**src/rtl/text_console_pkg.sv**
```systemverilog
// Shared constants and state encoding for the text console writer.
package text_console_pkg;

    // Default geometry: 640x480 screen, 8x16 glyphs.
    localparam int COLS_DEF   = 80;
    localparam int ROWS_DEF   = 30;
    localparam int ADDR_W_DEF = 12;

    // ASCII codes with special meaning to the writer.
    localparam logic [7:0] CH_BS    = 8'h08;
    localparam logic [7:0] CH_LF    = 8'h0A;
    localparam logic [7:0] CH_FF    = 8'h0C;
    localparam logic [7:0] CH_CR    = 8'h0D;
    localparam logic [7:0] CH_BLANK = 8'h20;
    localparam logic [7:0] PRINT_LO = 8'h20;
    localparam logic [7:0] PRINT_HI = 8'h7E;

    typedef enum logic [1:0] {
        ST_IDLE     = 2'd0,
        ST_LINE_CLR = 2'd1,
        ST_SCR_CLR  = 2'd2
    } state_e;

    // True for bytes that produce a glyph in the buffer.
    function automatic logic is_printable(input logic [7:0] ch);
        return (ch >= PRINT_LO) && (ch <= PRINT_HI);
    endfunction

endpackage

```
**src/rtl/text_console_writer.sv**
```systemverilog
// Writer side of the character display: consumes an ASCII stream, tracks the
// cursor and issues single-cycle writes into the external character buffer.
module text_console_writer
    import text_console_pkg::*;
#(
    parameter int         COLS   = COLS_DEF,
    parameter int         ROWS   = ROWS_DEF,
    parameter int         ADDR_W = ADDR_W_DEF,
    parameter logic [7:0] BLANK  = CH_BLANK
) (
    input  logic              iClk_50,
    input  logic              nRst,
    input  logic [7:0]        iChar,
    input  logic              iValid,
    output logic              oReady,
    input  logic              iClear,
    output logic              oWrEn,
    output logic [ADDR_W-1:0] oWrAddr,
    output logic [7:0]        oWrData,
    output logic [4:0]        oCurRow,
    output logic [6:0]        oCurCol,
    output logic              oBusy
);

    localparam logic [ADDR_W-1:0] COLS_A    = ADDR_W'(COLS);
    localparam logic [ADDR_W-1:0] LINE_LAST = ADDR_W'(COLS - 1);
    localparam logic [ADDR_W-1:0] SCR_LAST  = ADDR_W'(COLS * ROWS - 1);
    localparam logic [6:0]        COL_LAST  = 7'(COLS - 1);
    localparam logic [4:0]        ROW_LAST  = 5'(ROWS - 1);

    state_e            state_q;
    logic [ADDR_W-1:0] cnt_q;
    logic [ADDR_W-1:0] base_q;
    logic [4:0]        row_q;
    logic [6:0]        col_q;
    logic              wr_en_q;
    logic [ADDR_W-1:0] wr_addr_q;
    logic [7:0]        wr_data_q;

    logic [4:0]        row_adv_d;
    logic [ADDR_W-1:0] base_adv_d;
    logic [ADDR_W-1:0] cur_addr_d;
    logic [ADDR_W-1:0] bs_addr_d;

    // Row/base after a line advance (wrapping to the top), and cursor-derived addresses.
    // The row base is kept incrementally so no multiplier is needed.
    always_comb begin
        if (row_q == ROW_LAST) begin
            row_adv_d  = '0;
            base_adv_d = '0;
        end else begin
            row_adv_d  = row_q + 5'd1;
            base_adv_d = base_q + COLS_A;
        end
        cur_addr_d = base_q + ADDR_W'(col_q);
        bs_addr_d  = cur_addr_d - ADDR_W'(1);
    end

    // Main FSM: byte decode in IDLE, blanking sweeps in LINE_CLR/SCR_CLR, registered write port.
    always_ff @(posedge iClk_50 or negedge nRst) begin
        if (!nRst) begin
            state_q   <= ST_SCR_CLR;
            cnt_q     <= '0;
            base_q    <= '0;
            row_q     <= '0;
            col_q     <= '0;
            wr_en_q   <= 1'b0;
            wr_addr_q <= '0;
            wr_data_q <= '0;
        end else begin
            wr_en_q <= 1'b0;
            case (state_q)
                ST_IDLE: begin
                    if (iClear) begin
                        state_q <= ST_SCR_CLR;
                        cnt_q   <= '0;
                    end else if (iValid) begin
                        if (is_printable(iChar)) begin
                            wr_en_q   <= 1'b1;
                            wr_addr_q <= cur_addr_d;
                            wr_data_q <= iChar;
                            if (col_q == COL_LAST) begin
                                col_q   <= '0;
                                row_q   <= row_adv_d;
                                base_q  <= base_adv_d;
                                state_q <= ST_LINE_CLR;
                                cnt_q   <= '0;
                            end else begin
                                col_q <= col_q + 7'd1;
                            end
                        end else begin
                            case (iChar)
                                CH_LF: begin
                                    col_q   <= '0;
                                    row_q   <= row_adv_d;
                                    base_q  <= base_adv_d;
                                    state_q <= ST_LINE_CLR;
                                    cnt_q   <= '0;
                                end
                                CH_CR: col_q <= '0;
                                CH_BS: begin
                                    // Backspace at column 0 never retreats to the previous row.
                                    if (col_q != '0) begin
                                        col_q     <= col_q - 7'd1;
                                        wr_en_q   <= 1'b1;
                                        wr_addr_q <= bs_addr_d;
                                        wr_data_q <= BLANK;
                                    end
                                end
                                CH_FF: begin
                                    state_q <= ST_SCR_CLR;
                                    cnt_q   <= '0;
                                end
                                default: ;
                            endcase
                        end
                    end
                end
                ST_LINE_CLR: begin
                    // A clear request abandons the line sweep and blanks the whole screen.
                    if (iClear) begin
                        state_q <= ST_SCR_CLR;
                        cnt_q   <= '0;
                    end else begin
                        wr_en_q   <= 1'b1;
                        wr_addr_q <= base_q + cnt_q;
                        wr_data_q <= BLANK;
                        if (cnt_q == LINE_LAST) begin
                            state_q <= ST_IDLE;
                            cnt_q   <= '0;
                        end else begin
                            cnt_q <= cnt_q + ADDR_W'(1);
                        end
                    end
                end
                ST_SCR_CLR: begin
                    // Clear requests are ignored here; the sweep always runs to completion.
                    wr_en_q   <= 1'b1;
                    wr_addr_q <= cnt_q;
                    wr_data_q <= BLANK;
                    if (cnt_q == SCR_LAST) begin
                        state_q <= ST_IDLE;
                        cnt_q   <= '0;
                        row_q   <= '0;
                        col_q   <= '0;
                        base_q  <= '0;
                    end else begin
                        cnt_q <= cnt_q + ADDR_W'(1);
                    end
                end
                default: begin
                    state_q <= ST_IDLE;
                    cnt_q   <= '0;
                end
            endcase
        end
    end

    assign oReady  = (state_q == ST_IDLE) && !iClear;
    assign oBusy   = (state_q != ST_IDLE);
    assign oWrEn   = wr_en_q;
    assign oWrAddr = wr_addr_q;
    assign oWrData = wr_data_q;
    assign oCurRow = row_q;
    assign oCurCol = col_q;

endmodule

```
**config.mk**
```make
export PLATFORM = sky130hd
export DESIGN_NAME = text_console_writer
export DESIGN_NICKNAME = d
export VERILOG_FILES = /design/src/rtl/text_console_pkg.sv /design/src/rtl/text_console_writer.sv
export SDC_FILE = /design/constraint.sdc
export NUM_CORES = 1
export LEC_CHECK = 0
export ABC_AREA = 1
export BUFFER_PORTS_ARGS = -buffer_cell sky130_fd_sc_hd__buf_2
export CORE_UTILIZATION = 30
export DETAILED_ROUTE_END_ITERATION = 8
export GPL_ROUTABILITY_DRIVEN = 0
export SYNTH_ARGS = -nofsm -noshare
export SYNTH_HDL_FRONTEND = slang
export SYNTH_SLANG_ARGS = --single-unit
```
**constraint.sdc**
```tcl
create_clock -name iClk_50 -period 3.6 [get_ports iClk_50]
set_input_delay 0.36 -clock iClk_50 [delete_from_list [all_inputs] [get_ports iClk_50]]
set_output_delay 0.36 -clock iClk_50 [all_outputs]
set_load 0.02 [all_outputs]
```
# Yosys cells after proc, flatten, opt, wreduce, memory -nomap -nowiden
# Index checks and enable logic that the tools add are counted.
dict set report op_classes {
  mux 63
  mul 0
  shift 0
  bitwise_logic 0
  eq_ne 25
  n_addsub 8
  reduce_logical 15
  n_div 0
  order_cmp 2
}
# operator n
set op_table {}
lappend op_table {{$mux 12} 21}
lappend op_table {{$pmux 12 s3} 2}
lappend op_table {{$mux 8} 6}
lappend op_table {{$mux 7} 6}
lappend op_table {{$mux 5} 7}
lappend op_table {{$eq 8x4->1 const B} 4}
lappend op_table {{$pmux 7 s2} 2}
lappend op_table {{$pmux 12 s2} 1}
lappend op_table {{$pmux 8 s3} 1}
lappend op_table {{$reduce_and 6->1} 3}
lappend op_table {{$mux 2} 7}
lappend op_table {{$add 12x1->12 const B} 1}
lappend op_table {{$add 12x12->12} 1}
lappend op_table {{$add 12x7->12} 1}
lappend op_table {{$add 12x7->12 const B} 1}
lappend op_table {{$eq 12x12->1 const B} 1}
lappend op_table {{$eq 12x7->1 const B} 1}
lappend op_table {{$ne 3x3->1 const B} 4}
lappend op_table {{$ne 4x4->1 const B} 3}
lappend op_table {{$sub 12x1->12 const B} 1}
lappend op_table {{$pmux 5 s2} 1}
lappend op_table {{$ge 8x6->1 const B} 1}
lappend op_table {{$le 8x7->1 const B} 1}
lappend op_table {{$ne 2x2->1 const B} 4}
lappend op_table {{other kinds (23)} 32}
dict set report totals {
  elab_cells 121
  ff_bits 59
  output_inout_bits 35
  rom_bits 0
  latchBits 0
  input_bits 12
  mem_bits_rw 0
  n_memories 0
}

# Depth between registers and ports, before layout
# Gate-level depths: netlist of the first run.
dict set report logic_depth {
  word_depth 8
  ltp_mapped 13
  ltp_nobuf 13
}

# Least setup slack after synthesis of the first run
# No wires, ideal clock.
dict set report synth_path {
  path_kind {flip-flop to flip-flop}
  from {reg state_q[1]}
  to {reg wr_addr_q[8], in the netlist oWrAddr[8]}
  arrival_time_ns 1.841
  path_buffers 1
  synth_period_minus_slack_ns 1.965
  setup_ns 0.124
  required_time_ns 3.476
  path_slack_ns 1.635
  stages_incl_launch_ff 10
  path_cell_list {dfstp_2 > inv_1 > ha_1 > inv_1 > nor2_1 > nor3_1 > nand2_2 > buf_2 > a21oi_1 > a21oi_1}
}
dict set report synth_via {
  elab_chain_cells 3
  elab_cells_between_ends 11
  classes_between {eq/ne: 7; mux: 1; reduce/logical: 3}
}
# item line_no
set synth_rtl {}
lappend synth_rtl {{start, declared} text_console_writer.sv:31} ;# state_e state_q;
lappend synth_rtl {{start signal, assigned} text_console_writer.sv:62} ;# state_q <= ST_SCR_CLR;
lappend synth_rtl {{start signal, assigned} text_console_writer.sv:75} ;# state_q <= ST_SCR_CLR;
lappend synth_rtl {{start signal, assigned} text_console_writer.sv:86} ;# state_q <= ST_LINE_CLR;
lappend synth_rtl {{$eq 2x1->1 (tied with other cells)} text_console_writer.sv:72} ;# case (state_q)
lappend synth_rtl {{$ne 2x2->1 (no line) (tied with other cells)} n/a}
lappend synth_rtl {{$reduce_and 6->1 (no line)} n/a}
lappend synth_rtl {{end signal, assigned} text_console_writer.sv:80} ;# wr_addr_q <= cur_addr_d;
lappend synth_rtl {{end signal, assigned} text_console_writer.sv:106} ;# wr_addr_q <= bs_addr_d;
lappend synth_rtl {{end signal, assigned} text_console_writer.sv:126} ;# wr_addr_q <= base_q + cnt_q;
lappend synth_rtl {{end, declared} text_console_writer.sv:37} ;# logic [ADDR_W-1:0] wr_addr_q;
# Parallel ways exist; a longest one is shown, timed or not.
# A chain may end at the register's enable or synchronous reset.

# Final worst setup path of the first run
dict set report layout_path {
  from {reg state_q[1]}
  to {reg wr_addr_q[2], in the netlist oWrAddr[2]}
}
# The elaborated chain is that of the path after synthesis.

==> results of run 1 <==
-- area by class of cell --
cell class | count | area [µm²]
timing repair buffer | 48 | 245
sequential | 55 | 1380
fill | 1566 | 9180
clock inverter | 3 | 27.5
tap | 180 | 225
inverter | 79 | 300
multi-input combinational | 503 | 2620
clock buffer | 5 | 125
-- cell usage in the layout, fill, tap and decap left out, types with 2 or more instances in the layout --
cell | netlist | routed
nand2_1 | 179 | 179
nand3_1 | 69 | 69
nor2_1 | 68 | 68
inv_1 | 65 | 65
dfrtp_1 | 54 | 54
buf_2 | 5 | 46
a21oi_1 | 29 | 29
o21ai_1 | 23 | 23
o21ai_0 | 22 | 22
ha_1 | 21 | 21
nand4_1 | 17 | 17
inv_2 | 10 | 10
xor2_1 | 10 | 10
nor3_1 | 9 | 9
a31oi_1 | 6 | 6
nand2_2 | 5 | 5
clkbuf_16 | 0 | 5
o31ai_1 | 4 | 4
nor2_2 | 3 | 3
nand3b_1 | 3 | 3
o22ai_1 | 3 | 3
nor3_4 | 2 | 2
nor2_8 | 2 | 2
clkinv_1 | 2 | 2
and2_1 | 2 | 2
xnor2_1 | 2 | 2
o21a_1 | 2 | 2
o221ai_1 | 2 | 2
o211ai_1 | 2 | 2
or2_2 | 2 | 2
nor3b_1 | 2 | 2
buf_4 | 1 | 2
-- cells by family after synthesis --
group	Yosys count	share of synthesized area [%]
AOI/OAI and AO/OA	99	12.8
xor gates and xnor gates	12	2.39
adders and majority gates	21	5.98
buffers and inverters	96	9.03
DFF	55	31.4
and+or+nand+nor	371	38.4
-- path summary, 6_finish.rpt --
check / from / to / slack (ps)
max reg2reg: state_q[1] / oWrAddr[2] / 860
min: nRst / oCurRow[1] / 150
max in group asynchronous: nRst / state_q[1] / 2590
min in group iClk_50: iChar[5] / oWrData[5] / 320
max: state_q[1] / oWrAddr[2] / 860
min reg2reg: oWrData[3] / oWrData[3] / 490
-- report_power, final --
group | internal (µW) | total [µW] | switching [µW] | leakage, µW
logic | 613 | 2020 | 1410 | 0.00166
clock network | 265 | 523 | 258 | 0.0000719
registers | 825 | 1040 | 212 | 0.000716
total | 1700 | 3580 | 1880 | 0.00245
-- sequential cells by signal, indices dropped and copies added, names as in the netlist --
| name | flops |
|---|---|
| base_q | 8 |
| cnt_q | 12 |
| state_q | 2 |
| oCurCol | 7 |
| oWrAddr | 12 |
| oWrData | 8 |
| oCurRow | 5 |
| oWrEn | 1 |
-- worst max-delay path, stage by stage, from the launching register on --
cell and delay (ps):
dfstp_2 550, inv_1 70, ha_1 710, clkinv_1 620
nand2_1 330, inv_1 110, a21oi_1 120, o21ai_0 90
-- metrics by stage --
| stage | instances | hold slack [ps] | utilization, % | worst slack (ps) |
|---|---|---|---|---|
| floorplan | 654 | 64.4 | - | 1640 |
| global placement | 865 | 479 | 33.8 | 987 |
| detailed placement | 865 | 474 | 33.8 | 930 |
| CTS | 873 | 193 | 34.9 | 899 |
| global route | 873 | 233 | 34.9 | 644 |
| finish | 873 | 148 | 34.9 | 859 |
-- layer usage --
layer  track usage [%]  up-vias
met5                 0        -
met1              23.6     1951
li1                  -     2230
met2              27.2       71
met3              2.31       12
met4              3.46        0
==> run_results.csv, run 1 <==
group,metric,value,unit
final_layout,drive_above_1_share,13.0,%
yosys,async_flop_share,100,%
sta,fin_tns_setup,0,ps
setup_path,cp.arrival,2910,ps
die,core,14100,µm²
global_route,grt_pass1_vias,3935,
route,vias_per_cell,4.88,
yosys,synthTopCellsByCount,"nand2_1 (179), nand3_1 (69), nor2_1 (68)",
power,p_leak,0.00245,µW
yosys,yosysMostFrequentCell,"nand2_1",
place,io_buffers,46,
setup_path,startpoint_type,"register",
final_layout,final_nets,725,
sta,slew_headroom,44.5,%
yosys,synth.largest_area_cell,"dfrtp_1",
sta,setup_viol_count_final,0,
setup_path,crit_type,"register to register",
route,num_vias,4264,
final_layout,finalInstanceArea,4920,µm²
route,drc,0,
setup_path,worstPathMaxFanout,19,
route,met3WireLength,361,µm
clock_network,cts_buffers,5,
run,maxCapViolations,0,
clock_network,htreeDepth,2,
sta,fin_crit_sh,76.1,%
sta,fmax,365,MHz
route,drt_wl_total,12.1,mm
clock_network,worstSkewPairLatency,300,ps
global_route,grt_max_degree,36,
final_layout,syn2layout_area_growth,12.0,%
route,wl_per_cell,13.8,µm
route,dr.pass1.iters,4,
die,die_area,15100,µm²
route,highest-signal-layer,"met4",
sta,drv_slew,0,
die,initial_utilization,31.1,%
place,dp_hpwl,9.20,mm
route,drtAntennaViolNets,0,
yosys,syn_nets,687,
clock_network,tritoncts,"done",
yosys,synth_edf_count,0,
yosys,ys_seq_area_share,31.4,%
yosys,ys_types,50,
power,ir_drop,0.000283,V
setup_path,crit_path_end_kind,"register",
place,dpl_cell_area,4760,µm²
sta,fin_worst_skew,9.49,ps
die,die_h,123,µm
sta,period_needed,2740,ps
setup_path,required,3770,ps
die,row_count,43,
sta,rsz0062_at_grt,"no",
die,dieWidth,123,µm
power,fin_total_pwr,3580,µW
yosys,yosys_warnings,0,
clock_network,clkSlewWorstSetupHoldPaths,80,ps
clock_network,cts_buffer_depth,2,
clock_network,hold_buffers,0,
die,pin_count,47,
clock_network,cts_resized,0,
clock_network,cts.sinks,55,
global_route,grt_use_total,16.7,%
global_route,grt_pass1_wl,19.8,mm
sta,tightest_slew,832,ps
clock_network,cts_root_buf,"clkbuf_16",
sta,finalHoldViolations,0,
global_route,overflow,0,
clock_network,cts_setup_buffers,0,
yosys,syn-cell-area,4390,µm²
route,drt_iter0_drc,308,
yosys,yosys-top-cells-area,"dfrtp_1 (31%), nand2_1 (15%), nand3_1 (7.9%)",
hold_path,worst_hold_path_type,"input pin to asynchronous set/reset pin",
yosys,ys_ff_latch,55,
global_route,antenna_found_initial,0,
status,status,"finished, final reports clean",
yosys,netlist_instances,654,
yosys,synthFlopType,"dfrtp_1",
route,wl_met1,6.07,mm
yosys,synth.top_cell.area_share,30.8,%
route,dr_wl_met2,5.52,mm
setup_path,rr_worst_depth,7,
yosys,syn_area_per_cell,6.71,µm²
power,powerDensity,728,nW/µm²
final_layout,antenna_cells,0,
(Power assumes the default switching activity.)
==> run 2: changes to the inputs <==
==> constraint.sdc (replaced) <==
create_clock -name iClk_50 -period 2.5 [get_ports iClk_50]
set_input_delay 0.25 -clock iClk_50 [delete_from_list [all_inputs] [get_ports iClk_50]]
set_output_delay 0.25 -clock iClk_50 [all_outputs]
set_load 0.02 [all_outputs]
==> run 2 against run 1 <==
First-iteration DRC count decreased by 11%. Global-route usage up 0.45 points. Combinational power up 49%. Critical path type unchanged. Critical endpoint is now oCurCol[6].
==> run_results.csv, run 2 (same netlist as run 1, synthesis figures left out) <==
group,metric,value,unit
die,row_count,43,
power,powerDensity,1050,nW/µm²
global_route,grt_pass1_wl,20.3,mm
setup_path,crit_path_end_kind,"register",
final_layout,drive_above_1_share,14.2,%
setup_path,rr_endpoint,"oCurCol[6]",
global_route,overflow,0,
route,drt_wl_total,12.2,mm
final_layout,multi_input_comb_area,2620,µm²
setup_path,worstPathMaxFanout,8,
clock_network,cts_resized,0,
hold_path,min_to,"oWrData[5]",
sta,fmax,441,MHz
hold_path,whs_path_depth,3,
sta,tightest_slew,744,ps
route,num_vias,4301,
final_layout,syn2layout_area_growth,13.9,%
sta,slew_headroom,50.4,%
sta,setup_viol_count_final,0,
route,vias_per_cell,4.87,
sta,fin_tns_setup,0,ps
final_layout,regArea,1380,µm²
sta,finalHoldViolations,0,
place,dp_hpwl,9.53,mm
status,status,"finished, final reports clean",
route,dr.pass1.iters,4,
power,ir_drop,0.000343,V
sta,drv_slew,0,
die,die_area,15100,µm²
route,drc,0,
final_layout,most-common-layout-cells,"nand2_1 (179), nand3_1 (69), nor2_1 (68)",
global_route,grt_use_total,17.2,%
route,wl_per_cell,13.8,µm
hold_path,hold_start,"iChar[5]",
route,drt_iter0_drc,275,
global_route,grt_pass1_vias,4090,
setup_path,crit_type,"register to register",
final_layout,antenna_cells,0,
die,core,14100,µm²
setup_path,startpoint_type,"register",
clock_network,cts_buffers,5,
clock_network,cts.sinks,55,
place,dpl_cell_area,4840,µm²
route,drtAntennaViolNets,0,
sta,period_needed,2270,ps
clock_network,clkSlewWorstSetupHoldPaths,80,ps
global_route,antenna_found_initial,0,
die,dieWidth,123,µm
setup_path,worst_r2r_startpoint,"state_q[1]",
die,die_h,123,µm
setup_path,rr_worst_depth,9,
setup_path,cp.arrival,2470,ps
final_layout,fillers,1552,
power,p_leak,0.00250,µW
run,maxCapViolations,0,
die,pin_count,47,
clock_network,htreeDepth,2,
final_layout,final_nets,736,
global_route,grt_max_degree,24,
sta,rsz0062_at_grt,"no",
place,io_buffers,46,
die,initial_utilization,31.1,%
clock_network,worstSkewPairLatency,310,ps
setup_path,required,2700,ps
sta,fin_worst_skew,8.71,ps
sta,fin_crit_sh,90.7,%
setup_path,reg2reg_slack,230,ps
final_layout,finalInstanceArea,5000,µm²
clock_network,tritoncts,"done",
final_layout,final_common_cell,"nand2_1",
hold_path,worst_hold_path_type,"input pin to register",
clock_network,cts_root_buf,"clkbuf_16",
clock_network,cts_buffer_depth,2,
-- run 2: cell count changes in the layout (fill, tap and decap cells not counted) --
cell,previous run,this run
buf_4,2,12
dlygate4sd3_1,0,1
-- run 2: critical path: stages, from the launching register on --
cell and delay (ps):
dfstp_2 550, inv_1 70, ha_1 230, inv_1 250
nor2_8 60, o21ai_2 150, or2_0 600, nor2_8 90
nand2_1 100, nand2_1 50
-- run 2: layout make-up --
type / instances / area share [%]
Clock buffer: 5 / 2.50
Clock inverter: 3 / 0.550
Inverter: 79 / 6.00
Multi-Input combinational cell: 503 / 52.3
Sequential cell: 55 / 27.5
Tap cell: 180 / 4.50
Timing Repair Buffer: 59 / 6.60
-- run 2: stage by stage --
step	total power, µW	util, %	hold WS, ps	worst slack (ps)	instances
2_1_floorplan	3600	-	-45.6	535	654
3_3_place_gp	4500	34.3	270	285	875
3_5_place_dp	4510	34.3	285	240	875
4_1_cts	5280	35.5	210	210	884
5_1_grt	5740	35.5	230	74.1	884
6_report	5250	35.5	210	232	884
-- run 2: repair_timing --
action                                  in CTS  in global routing
buffers inserted                             0                  0
endpoints found under the setup margin       0                  0
hold buffers                                 1                  0
hold endpoints to repair                    21                  0
-- run 2: layer usage --
layer	track usage (%)	vias to the layer above	share of wire, %
met5	0	-	0
met4	4.29	0	0.97
met3	2.21	10	4.6
met2	28.1	82	46
met1	23.9	1955	48
li1	-	2254	-
-- run 2: worst max path at each step --
stage	to	slack (ps)	cells past startpoint	start
after floorplan	oWrAddr[8]	540	9	state_q[1]
after global placement	oCurCol[6]	290	9	state_q[1]
after detailed placement	oCurCol[6]	240	9	state_q[1]
after CTS	oCurCol[6]	210	9	state_q[1]
after global routing	oWrData[0]	70	8	state_q[1]
final	oCurCol[6]	230	9	state_q[1]
-- run 2: power breakdown --
group	internal [µW]	switching (µW)
registers	1190	313
logic	956	2040
clock network	382	375
